**src/rtl/cv32e40x_aes_prot_pkg.sv**
```systemverilog
// ----------------------------------------------------------------------------
// cv32e40x_aes_prot_pkg
//   Shared types and constants for the masked saes32 sequencing controller:
//   controller state encoding, AES op kind encoding, latched operand bundle,
//   RNG word field widths and the op-kind to one-hot decode helper.
// ----------------------------------------------------------------------------
package cv32e40x_aes_prot_pkg;

   localparam int RNG_SHAREB_W = 8;
   localparam int RNG_RAND_W   = 36;

   typedef enum logic [2:0] {
      IDLE  = 3'd0,
      RNG   = 3'd1,
      EXEC  = 3'd2,
      DONE  = 3'd3,
      SCRUB = 3'd4
   } aes_prot_state_e;

   typedef enum logic [1:0] {
      ENCS  = 2'd0,
      ENCSM = 2'd1,
      DECS  = 2'd2,
      DECSM = 2'd3
   } aes_op_kind_e;

   // Operands captured at op accept and held for the whole operation
   typedef struct packed {
      logic [31:0] rs1;
      logic [31:0] rs2;
      logic [1:0]  bs;
      logic [3:0]  op;   // one-hot {decsm, decs, encsm, encs}
   } aes_op_req_t;

   function automatic logic [3:0] aes_op_onehot(input aes_op_kind_e kind);
      logic [3:0] oh;
      oh = 4'b0000;
      case (kind)
         ENCS:    oh = 4'b0001;
         ENCSM:   oh = 4'b0010;
         DECS:    oh = 4'b0100;
         DECSM:   oh = 4'b1000;
         default: oh = 4'b0000;
      endcase
      return oh;
   endfunction

endpackage

```
**src/rtl/cv32e40x_aes_prot_ctrl.sv**
```systemverilog
// ----------------------------------------------------------------------------
// cv32e40x_aes_prot_ctrl
//   Sequences one masked saes32 operation at a time: accept op from execute,
//   fetch a fresh RNG word, hold the unit inputs stable while the DOM S-box
//   settles, capture the result and hand it back with valid/ready.
//
// Optional build macro: CV32E40X_AES_PROT_SCRUB_EN
//   When defined, every completed or killed op passes through one SCRUB cycle
//   that zeroes operand, randomness and result registers before IDLE.
//
// Ports
//   clk, reset                 core clock, synchronous active-high reset
//   op_valid_i / op_ready_o    op handshake from execute (ready only in IDLE)
//   op_kind_i, rs1_i, rs2_i,   op kind (encs/encsm/decs/decsm) and operands
//   bs_i
//   kill_i                     flush of the in-flight op
//   rng_req_o / rng_valid_i,   randomness request and returned word
//   rng_data_i                 ([7:0] shareB, [43:8] randombits)
//   fu_*_o, fu_valid_o         registered, stable inputs to the masked unit
//   fu_rd_i                    unit result
//   res_valid_o / res_ready_i, result handshake and registered result
//   res_rd_o
// ----------------------------------------------------------------------------
module cv32e40x_aes_prot_ctrl
   import cv32e40x_aes_prot_pkg::*;
#(
   parameter int SBOX_LAT = 2,
   parameter int RNG_W    = 44
) (
   input  logic                    clk,
   input  logic                    reset,
   input  logic                    op_valid_i,
   output logic                    op_ready_o,
   input  logic [1:0]              op_kind_i,
   input  logic [31:0]             rs1_i,
   input  logic [31:0]             rs2_i,
   input  logic [1:0]              bs_i,
   input  logic                    kill_i,
   output logic                    rng_req_o,
   input  logic                    rng_valid_i,
   input  logic [RNG_W-1:0]        rng_data_i,
   output logic [31:0]             fu_rs1_o,
   output logic [31:0]             fu_rs2_o,
   output logic [1:0]              fu_bs_o,
   output logic [RNG_SHAREB_W-1:0] fu_shareB_o,
   output logic [RNG_RAND_W-1:0]   fu_rand_o,
   output logic [3:0]              fu_op_o,
   output logic                    fu_valid_o,
   input  logic [31:0]             fu_rd_i,
   output logic                    res_valid_o,
   input  logic                    res_ready_i,
   output logic [31:0]             res_rd_o
);

   localparam int               CNT_W    = (SBOX_LAT > 1) ? $clog2(SBOX_LAT) : 1;
   localparam logic [CNT_W-1:0] CNT_LOAD = CNT_W'(SBOX_LAT - 1);
   localparam logic [CNT_W-1:0] CNT_ONE  = CNT_W'(1);

`ifdef CV32E40X_AES_PROT_SCRUB_EN
   localparam aes_prot_state_e END_ST = SCRUB;
`else
   localparam aes_prot_state_e END_ST = IDLE;
`endif

   aes_prot_state_e          state_q, state_d;
   aes_op_req_t              req_q, req_d;
   logic [RNG_SHAREB_W-1:0]  shareb_q, shareb_d;
   logic [RNG_RAND_W-1:0]    rand_q, rand_d;
   logic [31:0]              res_q, res_d;
   logic [CNT_W-1:0]         cnt_q, cnt_d;

   always_ff @(posedge clk) begin
      if (reset) begin
         state_q  <= IDLE;
         req_q    <= '0;
         shareb_q <= '0;
         rand_q   <= '0;
         res_q    <= '0;
         cnt_q    <= '0;
      end else begin
         state_q  <= state_d;
         req_q    <= req_d;
         shareb_q <= shareb_d;
         rand_q   <= rand_d;
         res_q    <= res_d;
         cnt_q    <= cnt_d;
      end
   end

   always_comb begin
      state_d  = state_q;
      req_d    = req_q;
      shareb_d = shareb_q;
      rand_d   = rand_q;
      res_d    = res_q;
      cnt_d    = cnt_q;
      case (state_q)
         IDLE: begin
            if (op_valid_i) begin
               req_d.rs1 = rs1_i;
               req_d.rs2 = rs2_i;
               req_d.bs  = bs_i;
               req_d.op  = aes_op_onehot(aes_op_kind_e'(op_kind_i));
               state_d   = RNG;
            end
         end
         RNG: begin
            // kill beats a same-cycle RNG word: the word is dropped unused
            if (kill_i) begin
               state_d = END_ST;
            end else if (rng_valid_i) begin
               shareb_d = rng_data_i[RNG_SHAREB_W-1:0];
               rand_d   = rng_data_i[RNG_SHAREB_W +: RNG_RAND_W];
               cnt_d    = CNT_LOAD;
               state_d  = EXEC;
            end
         end
         EXEC: begin
            // The RNG-hit cycle counts toward the latency, so capture in the
            // cycle where the decrement would reach zero.
            if (kill_i) begin
               state_d = END_ST;
            end else if (cnt_q <= CNT_ONE) begin
               cnt_d   = '0;
               res_d   = fu_rd_i;
               state_d = DONE;
            end else begin
               cnt_d = cnt_q - CNT_ONE;
            end
         end
         DONE: begin
            if (kill_i || res_ready_i) state_d = END_ST;
         end
`ifdef CV32E40X_AES_PROT_SCRUB_EN
         SCRUB: begin
            // No unmasked operand, mask or result survives the op
            req_d.rs1 = '0;
            req_d.rs2 = '0;
            shareb_d  = '0;
            rand_d    = '0;
            res_d     = '0;
            state_d   = IDLE;
         end
`endif
         default: state_d = IDLE;
      endcase
   end

   assign op_ready_o  = (state_q == IDLE);
   assign rng_req_o   = (state_q == RNG);
   assign fu_valid_o  = (state_q == EXEC);
   assign res_valid_o = (state_q == DONE);

   assign fu_rs1_o    = req_q.rs1;
   assign fu_rs2_o    = req_q.rs2;
   assign fu_bs_o     = req_q.bs;
   assign fu_op_o     = req_q.op;
   assign fu_shareB_o = shareb_q;
   assign fu_rand_o   = rand_q;
   assign res_rd_o    = res_q;

endmodule

```
**config.mk**
```make
export PLATFORM = sky130hd
export DESIGN_NAME = cv32e40x_aes_prot_ctrl
export DESIGN_NICKNAME = d
export VERILOG_FILES = /design/src/rtl/cv32e40x_aes_prot_pkg.sv /design/src/rtl/cv32e40x_aes_prot_ctrl.sv
export SDC_FILE = /design/constraint.sdc
export NUM_CORES = 1
export LEC_CHECK = 0
export CAP_MARGIN = 20
export CORE_MARGIN = 1.5
export CORE_UTILIZATION = 34
export DETAILED_ROUTE_END_ITERATION = 12
export GPL_TIMING_DRIVEN = 1
export PLACE_DENSITY = 0.76
export SKIP_CTS_REPAIR_TIMING = 1
export SYNTH_ARGS = -nofsm -noshare
export SYNTH_HDL_FRONTEND = slang
export SYNTH_SLANG_ARGS = --single-unit
```
**constraint.sdc**
```tcl
create_clock -name clk -period 1.24 [get_ports clk]
set_input_delay 0.124 -clock clk [delete_from_list [all_inputs] [get_ports clk]]
set_output_delay 0.124 -clock clk [all_outputs]
set_load 0.01 [all_outputs]
```
After elaboration in Yosys (flattened, before gate mapping)
Cells that the tools add are included.

Bitwise operators: 1. $add $sub $neg: 1. Equality and inequality tests: 13. Reduce and logical (&&, ||, !) cells: 9. Muxes and demuxes: 13. $lt $le $gt $ge: 1.

Operator list (number): $mux W3 (6); $pmux W4 S4 (1); $pmux W3 S4 (1); $reduce_and A4 Y1 (2); $eq A3 B2 Y1 const B (2); $ne A2 B2 Y1 const B (3); $ne A3 B2 Y1 const B (2); $reduce_and A3 Y1 (2); $eq A2 B2 Y1 const B (2); $mux W1 (4); $ne A2 B1 Y1 const B (2); $eq A3 B1 Y1 const B (1); $logic_not A3 Y1 (1); $eq A2 B1 Y1 const B (1); $logic_not A2 Y1 (1); $pmux W1 S2 (1); $reduce_and A2 Y1 (1); $reduce_bool A2 Y1 (1); $le A1 B1 Y1 const B (1); $logic_or A1 B1 Y1 (1); $not A1 Y1 (1); $sub A1 B1 Y1 const B (1).

Logic and storage cells: 47. Output and inout port bits: 150. Bits of input ports: 150. Register bits after elaboration: 150.

Depth between registers and ports, before layout
Gate-level depths: netlist of the first run.

Word-level depth: 4. Mapped depth: 6. Depth with buffers taken out: 3.

Worst setup path after synthesis of the first run
No wires, ideal clock.

Path kind: reg-to-reg. From: register state_q[1]. To: register res_q[10] (netlist: res_rd_o[10]). Cell stages (with the launch flop): 6. Path slack: -0.105 ns. Arrival time: 1.212 ns. Data required time: 1.108 ns. Period minus slack after synthesis: 1.345 ns. Buffers on the path: 2. Library setup time: 0.132 ns. Cell sequence: dfxtp_1 > or3b_2 > clkbuf_1 > buf_2 > nand2_1 > a21oi_1.

Cells in the longest elaborated chain, start to end: 2.

RTL lines: start, declared (RTL line cv32e40x_aes_prot_ctrl.sv:65) `aes_prot_state_e state_q, state_d;`; start signal, assigned (RTL line cv32e40x_aes_prot_ctrl.sv:81) `state_q <= state_d;`; $eq A3 B2 Y1 (RTL line cv32e40x_aes_prot_ctrl.sv:97) `case (state_q)`; $reduce_and A3 Y1 (no line); end signal, assigned (RTL line cv32e40x_aes_prot_ctrl.sv:85) `res_q <= res_d;`; end, declared (RTL line cv32e40x_aes_prot_ctrl.sv:69) `logic [31:0] res_q, res_d;`.

Every way passes these cells. A chain may end at the register's enable or synchronous reset.

Final worst setup path of the first run
From: register state_q[1]. To: register rand_q[9] (netlist: fu_rand_o[9]).

Cells in the longest elaborated chain, start to end: 2.

RTL lines: $eq A3 B1 Y1 (RTL line cv32e40x_aes_prot_ctrl.sv:97); $reduce_and A3 Y1 (no line); end signal, assigned (RTL line cv32e40x_aes_prot_ctrl.sv:84) `rand_q <= rand_d;`; end, declared (RTL line cv32e40x_aes_prot_ctrl.sv:68) `logic [RNG_RAND_W-1:0] rand_q, rand_d;`.

Every way passes these cells.

==> reports/results.tsv, run 1 <==
metric	value	unit
failing checks	negative setup slack	
H-Tree Depth	4	
VDD IR-drop max	0.878	mV
Crit Path Max Fanout	7	
nature of the critical path endpoint	flip-flop	
Leak Pwr	6.69	nW
max-cap check violation count	0	
CTS buffer count	17	
Slew Viols, Final	0	
status	complete, but fails checks	
count leader, synth	nand2_1	
crit path time final	1.53	ns
syn_nets	805	
final wirelength	21700	µm
PortBufs	299	
sequential share of the synthesized area	57.4	%
final setup violation count	150	
ys flop type	dfxtp_1	
via count	5923	
CTS clock-pin slew for the worst setup and hold paths	0.06	ns
Period Utilization, post-route	123	%
CP cell instances	buf_6 > nor4bb_4 > buf_6 > clkbuf_16 > nand2_1 > a21oi_1	
Final Util	75.5	%
layout cell share with drive strength beyond 1	28.7	%
DRC viols	0	
Synth Register Bits	148	
post-placement cell count	1121	
Worst Path Arrival	1.86	ns
Post-Syn Instances	655	
Yosys Warn Count	0	
WS Path Type	reg2reg	
Iteration-0 DRC Markers	264	
worst min path class	in2reg	
I/O pin count	300	
Horiz. Die Dim	126	µm
largest area contributor in the netlist	dfxtp_1	
Area after DPL	8590	µm²
Total Routing Usage GR	19.9	%
number of flops mapped to enable cells by yosys	0	
starting density of the core	35.1	%
DR vias/cell	4.99	
CTS tree	yes	
setup ws final	-0.286	ns
Synth top cells by count	288 x nand2_1, 148 x dfxtp_1, 147 x a21oi_1	
Routed WL per cell	18.3	µm
first-pass GRT wire length	25000	µm
post-route antenna net violation count	0	
Final Instance Count excl. Fillers	1188	
post-layout net count	1142	
Final HPWL DP	11200	µm
setup TNS	-22.62	ns
delay of the slowest critical-path stage	0.34	ns
Worst-Skew Late Latency	0.41	ns
Slew Limit Headroom	67.7	%
synth-to-layout area growth	115	%
die area	15900	µm²
Worst Tran Pin Value	0.485	ns
synth top area cells	dfxtp_1 57%, nand2_1 21%, a21oi_1 14%, clkbuf_1 2.4%, buf_2 1.2%	
Die Y-Extent	126	µm
Synth async-reset ratio	0	%
Fmax	655	MHz
total grt overflow	0	
Post-Syn Area	5160	µm²
syn avg cell area	7.88	µm²
CP required	1.57	ns
vias in the first global route	4952	
Longest Clk Path Bufs	2	
# rows	44	
Critical-path top delay cell	dfxtp_2	
Min Hold Slack	0.158	ns
Final Cell Area	11100	µm²
RSZ-0062 raised after global routing	true	
RePlAce Congestion	0.765	
clk_skew	0.00660	ns
CTS root buffer	clkbuf_16	
CP startpoint kind	flip-flop	
Core Box Area	14700	µm²
final hold violation count	0	
Yosys cell types	21	
CP most frequent cell	buf_6	
initial antenna violation count	0	
CTS sink cnt	148	
n_diodes	0	
pwr/cell area	1150	nW/µm²
Synth top area share	57.4	%
first-pass iteration count of the detailed router	4	
pin count of the biggest net entering global routing	51	
cell usage in the layout, fill, tap and decap left out, types with 2 or more instances in the layout:
master | synthesis | routed
nor3b_4 | 0 | 2
o21ai_0 | 2 | 2
buf_12 | 0 | 14
buf_4 | 5 | 20
clkdlybuf4s50_1 | 0 | 148
nand2_4 | 0 | 64
buf_8 | 0 | 5
clkinv_2 | 0 | 2
or3b_4 | 0 | 4
buf_6 | 0 | 18
bufinv_16 | 0 | 3
a21oi_1 | 147 | 71
dlymetal6s2s_1 | 0 | 146
clkinvlp_4 | 0 | 2
and2_4 | 0 | 2
nor2b_1 | 3 | 2
clkbuf_1 | 33 | 2
dfxtp_1 | 148 | 146
clkbuf_8 | 0 | 4
a21oi_2 | 0 | 76
nand2_2 | 0 | 32
clkbuf_16 | 0 | 31
nand3b_1 | 2 | 2
nand2_1 | 288 | 192
flip-flops by register name, indices dropped and copies added (netlist names):
name         cells
fu_op_o          4
fu_bs_o          2
fu_rand_o       36
res_rd_o        32
fu_rs2_o        32
state_q          2
fu_rs1_o        32
fu_shareB_o      8
power by group:
part | total (mW) | internal [mW] | switching, mW
clock | 5.37 | 3.37 | 1.99
sequential | 5.08 | 4.96 | 0.123
combinational | 2.27 | 1.27 | 0.997
layer usage:
| metal | routed length (µm) | vias to the layer above | GRT usage, % |
|---|---|---|---|
| met1 | 8360 | 2844 | 22.9 |
| met5 | 0 | - | 0 |
| met3 | 1470 | 46 | 8.41 |
| li1 | - | 2783 | - |
| met2 | 11100 | 250 | 33.3 |
| met4 | 769 | 0 | 6.83 |
path summary, 6_finish.rpt:
check | from | depth (start not counted) | end | slack [ns]
worst max-delay path | state_q[1]$_SDFFE_PP0P_ | 6 | fu_rand_o[9]$_SDFFE_PP0P_ | -0.29
worst min-delay path | reset | 2 | fu_rs1_o[29]$_SDFFE_PP0P_ | 0.16
worst max register to register | state_q[1]$_SDFFE_PP0P_ | 6 | fu_rand_o[9]$_SDFFE_PP0P_ | -0.29
worst min register to register | fu_rs2_o[7]$_SDFFE_PP0P_ | 2 | fu_rs2_o[7]$_SDFFE_PP0P_ | 0.45
kinds of logic after synthesis:
| logic type | Yosys count | synth area share (%) |
|---|---|---|
| AND/OR/NAND/NOR | 307 | 23.7 |
| AO/OA/AOI/OAI | 150 | 14.6 |
| flip-flops | 148 | 57.4 |
| buffers and inverters | 50 | 4.29 |
through the flow:
stage | setup slack [ns] | power [mW]
floorplan | -0.0573 | 5.72
global placement | -0.386 | 6.86
detailed placement | -0.391 | 6.88
CTS | -0.575 | 12.2
global route | -0.359 | 13.2
finish | -0.286 | 12.7
critical path: cells and delay by family, from the launching register on:
kind                   cells  cell delay, ns
and+or+nand+nor            2            0.43
buffers and inverters      3            0.53
DFF                        1            0.34
AOI/OAI and AO/OA          1            0.15
cell type report:
type / count / area [µm²]
Clock inverter: 8 / 124
Clock buffer: 23 / 488
Multi-Input combinational cell: 459 / 2920
Tap cell: 184 / 230
Fill cell: 938 / 3600
Timing Repair Buffer: 366 / 4370
Sequential cell: 148 / 2970
No activity file was read; power rests on OpenSTA's default activity.
==> run 2, diff against run 1 <==
==> constraint.sdc (replaced) <==
create_clock -name clk -period 1.24 [get_ports clk]
set_input_delay 0.124 -clock clk [delete_from_list [all_inputs] [get_ports clk]]
set_output_delay 0.124 -clock clk [all_outputs]
set_load 0.1 [all_outputs]
==> run 2 against run 1 <==
  * The flow still finishes with violations (negative setup slack)
  * Core utilization increased by 6.9 points
  * First-iteration DRC count unchanged
  * Cell area rose by 9.1%
  * Via count is 0.78% higher
  * Highest routed layer unchanged
==> reports/results.tsv, run 2 (same netlist as run 1, synthesis figures left out) <==
metric	value	unit
status	complete, but fails checks	
failing checks	negative setup slack	
most common cell after layout, fill and taps aside	nand2_1	
Core Box Area	14700	µm²
Worst-Skew Late Latency	0.42	ns
critical hold path startpoint	reset	
Reg area	3090	µm²
Final Instance Count excl. Fillers	1182	
VDD IR-drop max	1.09	mV
Worst Tran Pin Value	0.371	ns
PortBufs	299	
Fmax	680	MHz
CTS sink cnt	148	
post-route antenna net violation count	0	
most frequent cells in the layout	210 x nand2_1, 164 x buf_12, 148 x clkdlybuf4s50_1	
met2 Track Usage GR	40.0	%
final wirelength	22900	µm
Longest Clk Path Bufs	2	
RSZ-0062 raised after global routing	true	
CTS root buffer	clkbuf_16	
GR Util met1	23.8	%
CP required	1.12	ns
Horiz. Die Dim	126	µm
Hold Crit Depth	2	
final setup violation count	150	
Final Cell Area	12100	µm²
H-Tree Depth	4	
crit path time final	1.47	ns
r2r endpoint	fu_rand_o[3]$_SDFFE_PP0P_	
Final HPWL DP	13100	µm
Placement Setup Slack	-0.416	ns
Leak Pwr	4.62	nW
CTS buffer count	17	
CP startpoint kind	flip-flop	
Crit Path Max Fanout	7	
overall power	14.8	mW
die area	15900	µm²
WS Path Type	reg2out	
DR vias/cell	5.05	
r2r setup slk	-0.22	ns
Iteration-0 DRC Markers	264	
I/O pin count	300	
first-pass iteration count of the detailed router	7	
Worst Path Arrival	1.35	ns
R2R Path Start	state_q[1]$_SDFFE_PP0P_	
setup ws final	-0.230	ns
post-layout net count	1136	
DRC viols	0	
max-cap check violation count	0	
pin count of the biggest net entering global routing	54	
total grt overflow	0	
Period Utilization, post-route	119	%
layout cell share with drive strength beyond 1	50.5	%
fill count	777	
worst min path class	in2reg	
starting density of the core	35.1	%
Routed WL per cell	19.4	µm
Die Y-Extent	126	µm
Slew Limit Headroom	75.3	%
vias in the first global route	5650	
post-placement cell count	1123	
reg2reg path depth	6	
hold worst-path end	fu_rand_o[14]$_SDFFE_PP0P_	
met3 usage	7.73	%
Slew Viols, Final	0	
Total Routing Usage GR	22.7	%
# rows	44	
via count	5969	
GRT busiest layer	met2	
Area after DPL	10200	µm²
footprint of the multi-input gates	2740	µm²
Min Hold Slack	0.103	ns
pwr/cell area	1220	nW/µm²
CTS clock-pin slew for the worst setup and hold paths	0.06	ns
first-pass GRT wire length	28100	µm
synth-to-layout area growth	135	%
CTS tree	yes	
clk_skew	0.0109	ns
RePlAce Congestion	0.773	
max reg flops	36	
nature of the critical path endpoint	output pin	
initial antenna violation count	0	
final hold violation count	0	
n_diodes	0	
==> run 2: cell types whose count changed in the layout (fill, tap and decap cells not counted), moves of 4 or more <==
cell,change
a21oi_2,-5
nand2_2,+5
buf_12,+150
nand2_4,-23
nand2_1,+18
dfxtp_2,+98
dlymetal6s2s_1,-146
dfxtp_1,-97
a21oi_1,+4
==> run 2: worst max-delay path: stages, from the launching register on <==
cell and delay, ns:
dfxtp_2 0.34, buf_6 0.14, buf_6 0.13, and2_4 0.15
buf_12 0.17
==> run 2: area by class of cell <==
cell class                      count  share of cell area (%)
Multi-Input combinational cell    457                    22.6
Sequential cell                   148                    25.5
Clock buffer                       22                    3.91
Clock inverter                      9                    1.25
Tap cell                          184                    1.90
Timing Repair Buffer              362                    44.9
==> run 2: routing by layer <==
| metal | vias to the layer above | part of all wire, % |
|---|---|---|
| li1 | 2774 | - |
| met1 | 2839 | 36 |
| met2 | 288 | 54 |
| met3 | 68 | 6.5 |
| met4 | 0 | 4.0 |
| met5 | - | 0 |
==> run 2: per-stage QoR <==
stage | utilization [%] | setup TNS, ns
global route | 82.4 | -31.17
finish | 82.4 | -23.58
floorplan | - | -0.345
detailed placement | 69.6 | -49.60
CTS | 73.9 | -19.64
global placement | 69.6 | -44.82
==> run 2: worst max path at each step <==
stage	start	slack, ns	endpoint	depth (start not counted)
after CTS	state_q[0]$_SDFFE_PP0P_	-0.33	res_valid_o	4
final	state_q[0]$_SDFFE_PP0P_	-0.23	res_valid_o	4
after global placement	op_valid_i	-0.39	fu_op_o[0]$_SDFFE_PP0P_	4
after global routing	state_q[1]$_SDFFE_PP0P_	-0.29	fu_valid_o	4
after detailed placement	op_valid_i	-0.42	fu_op_o[0]$_SDFFE_PP0P_	4
after floorplan	state_q[1]$_SDFFE_PP0P_	-0.19	op_ready_o	2
==> run 2: power by group <==
| part | internal [mW] | total [mW] | switching [mW] |
|---|---|---|---|
| Sequential | 4.99 | 5.22 | 0.225 |
| Clock | 3.51 | 5.55 | 2.04 |
| Combinational | 1.70 | 4.04 | 2.34 |
| Total | 10.2 | 14.8 | 4.60 |
==> run 3, diff against run 2 <==
--- a/config.mk
+++ b/config.mk
@@ -5,11 +5,13 @@
 export SDC_FILE = /design/constraint.sdc
 export NUM_CORES = 1
 export LEC_CHECK = 0
+export ABC_AREA = 1
 export CAP_MARGIN = 20
 export CORE_MARGIN = 1.5
 export CORE_UTILIZATION = 34
 export DETAILED_ROUTE_END_ITERATION = 12
 export GPL_TIMING_DRIVEN = 1
+export MAX_ROUTING_LAYER = met4
 export PLACE_DENSITY = 0.76
 export SKIP_CTS_REPAIR_TIMING = 1
 export SYNTH_ARGS = -nofsm -noshare
==> run 3 against run 2 <==
  * The run still ends with negative setup slack left
  * Clock power is 8.1% lower
  * Total power is 24% higher
  * Worst setup slack worse by 0.040 ns
  * Register-to-register slack worse by 0.02 ns
  * Routed wire length is 5.3% higher
  * Die area is 1.9% higher
  * Synthesized cell count is 1.8% higher
  * Clock skew is 0.0035 ns higher
  * Critical path depth stayed put
  * Via count is 4.5% higher
  * Cell area is 0.83% higher
  * Critical path type unchanged
  * Critical endpoint is now fu_valid_o
  * Largest cell class unchanged
==> reports/results.tsv, run 3 <==
metric	value	unit
status	complete, but fails checks	
failing checks	negative setup slack	
CP most frequent cell	buf_12	
CP required	1.12	ns
Fmax	663	MHz
sequential share of the synthesized area	56.3	%
CTS clock-pin slew for the worst setup and hold paths	0.06	ns
syn avg cell area	7.88	µm²
die area	16200	µm²
Synth top area share	56.3	%
Slew Limit Headroom	72.4	%
Final HPWL DP	13500	µm
Total Routing Usage GR	22.9	%
CP startpoint kind	flip-flop	
Post-Syn Area	5260	µm²
Iteration-0 DRC Markers	284	
pin count of the biggest net entering global routing	45	
layout cell share with drive strength beyond 1	40.5	%
VDD IR-drop max	1.01	mV
PortBufs	299	
first-pass iteration count of the detailed router	5	
Critical-path top delay cell	dfxtp_4	
DRC viols	0	
starting density of the core	34.7	%
delay of the slowest critical-path stage	0.40	ns
setup ws final	-0.269	ns
max-cap check violation count	0	
Slew Viols, Final	0	
vias in the first global route	5663	
reg2reg path depth	8	
Yosys cell types	19	
Synth Register Bits	148	
Longest Clk Path Bufs	2	
I/O pin count	300	
Worst Path Arrival	1.39	ns
Hold Crit Depth	3	
most common cell after layout, fill and taps aside	nor2_1	
Worst Tran Pin Value	0.414	ns
Synth async-reset ratio	0	%
first-pass GRT wire length	28200	µm
max reg flops	36	
most frequent cells in the layout	194 x nor2_1, 171 x buf_12, 149 x clkdlybuf4s50_1	
via count	6238	
clk_skew	0.0144	ns
RePlAce Congestion	0.784	
Yosys Warn Count	0	
Post-Syn Instances	667	
synth top area cells	dfxtp_1 56%, nor2_1 16%, o21ai_0 9.6%, nand3_1 3.7%, a21oi_1 3.4%	
nature of the critical path endpoint	output pin	
footprint of the multi-input gates	2570	µm²
setup TNS	-20.19	ns
RSZ-0062 raised after global routing	true	
ys flop type	dfxtp_1	
CTS buffer count	17	
Die Y-Extent	127	µm
Reg area	2970	µm²
Final Instance Count excl. Fillers	1217	
WS Path Type	reg2out	
syn_nets	817	
count leader, synth	nor2_1	
total grt overflow	0	
Worst-Skew Late Latency	0.42	ns
largest area contributor in the netlist	dfxtp_1	
DR vias/cell	5.13	
Horiz. Die Dim	127	µm
Period Utilization, post-route	122	%
fill count	789	
# rows	45	
worst min path class	in2reg	
pwr/cell area	1510	nW/µm²
n_diodes	0	
Leak Pwr	4.82	nW
post-route antenna net violation count	0	
CTS tree	yes	
post-placement cell count	1138	
crit path time final	1.51	ns
Routed WL per cell	19.8	µm
CTS sink cnt	148	
initial antenna violation count	0	
final hold violation count	0	
synth-to-layout area growth	132	%
final setup violation count	150	
Final Cell Area	12200	µm²
final wirelength	24100	µm
H-Tree Depth	4	
post-layout net count	1167	
Area after DPL	10100	µm²
number of flops mapped to enable cells by yosys	0	
CP cell instances	inv_2 > nor2_4 > buf_12 > buf_12	
Synth top cells by count	223 x nor2_1, 148 x dfxtp_1, 101 x o21ai_0	
CTS root buffer	clkbuf_16	
Core Box Area	15100	µm²
Crit Path Max Fanout	5	
[run 3: cell count changes after synthesis, sizes merged, moves of 9 or more]
cell	before	now
a21oi	147	36
buf	17	26
clkbuf	33	21
inv	0	13
nand2	288	44
nand3	1	40
nor2	2	227
o21ai	2	111
[run 3: worst paths after layout]
path                                           startpoint                          to  slack, ns
worst max-delay path              state_q[1]$_SDFFE_PP0P_                  fu_valid_o      -0.27
worst min-delay path                          fu_rd_i[27]   res_rd_o[27]$_SDFFE_PP0P_       0.29
worst max register to register    state_q[1]$_SDFFE_PP0P_  fu_rand_o[29]$_SDFFE_PP0P_      -0.24
worst min register to register  res_rd_o[12]$_SDFFE_PP0P_   res_rd_o[12]$_SDFFE_PP0P_       0.50
[run 3: worst max-delay path, delay by kind of cell (launching register included)]
| kind | cells | cell delay (ns) |
|---|---|---|
| flip-flops | 1 | 0.40 |
| buffers and inverters | 3 | 0.38 |
| AND/OR/NAND/NOR | 1 | 0.19 |
[run 3: logic make-up after synthesis]
family / share of synthesized area (%)
and+or+nand+nor: 24.0
DFF: 56.3
AOI/OAI and AO/OA: 14.0
buffers and inverters: 5.66
[run 3: per-stage QoR]
stage | hold WS (ns) | power (mW) | util, % | worst slack [ns]
after floorplan | 0.259 | 9.33 | - | -0.402
after global placement | 0.484 | 12.1 | 66.8 | -0.202
after detailed placement | 0.489 | 12.2 | 66.8 | -0.217
after CTS | 0.272 | 17.2 | 70.5 | -0.440
after global routing | 0.289 | 19.0 | 80.6 | -0.313
final | 0.286 | 18.4 | 80.6 | -0.269
[run 3: cell type report]
class	instances	area share (%)
clock buffers	22	3.80
clock inverters	9	0.861
inverters	13	0.707
multi-input cells	459	21.0
flip-flops and latches	148	24.3
well taps	188	1.93
repair buffers	373	46.7
repair inverters	5	0.676
[run 3: power breakdown]
part / internal [mW] / switching [mW]
combinational: 3.08 / 4.57
sequential: 5.17 / 0.507
clock: 3.05 / 2.05
total: 11.3 / 7.13
[run 3: routing by layer]
| layer | global-route usage, % | wire length, µm | up-vias | share of wire (%) |
|---|---|---|---|---|
| li1 | - | - | 2865 | - |
| met5 | - | 0 | - | 0 |
| met1 | 24.1 | 8430 | 2986 | 35 |
| met2 | 38.9 | 12900 | 308 | 53 |
| met4 | 10.2 | 1060 | 0 | 4.4 |
| met3 | 7.71 | 1730 | 79 | 7.2 |
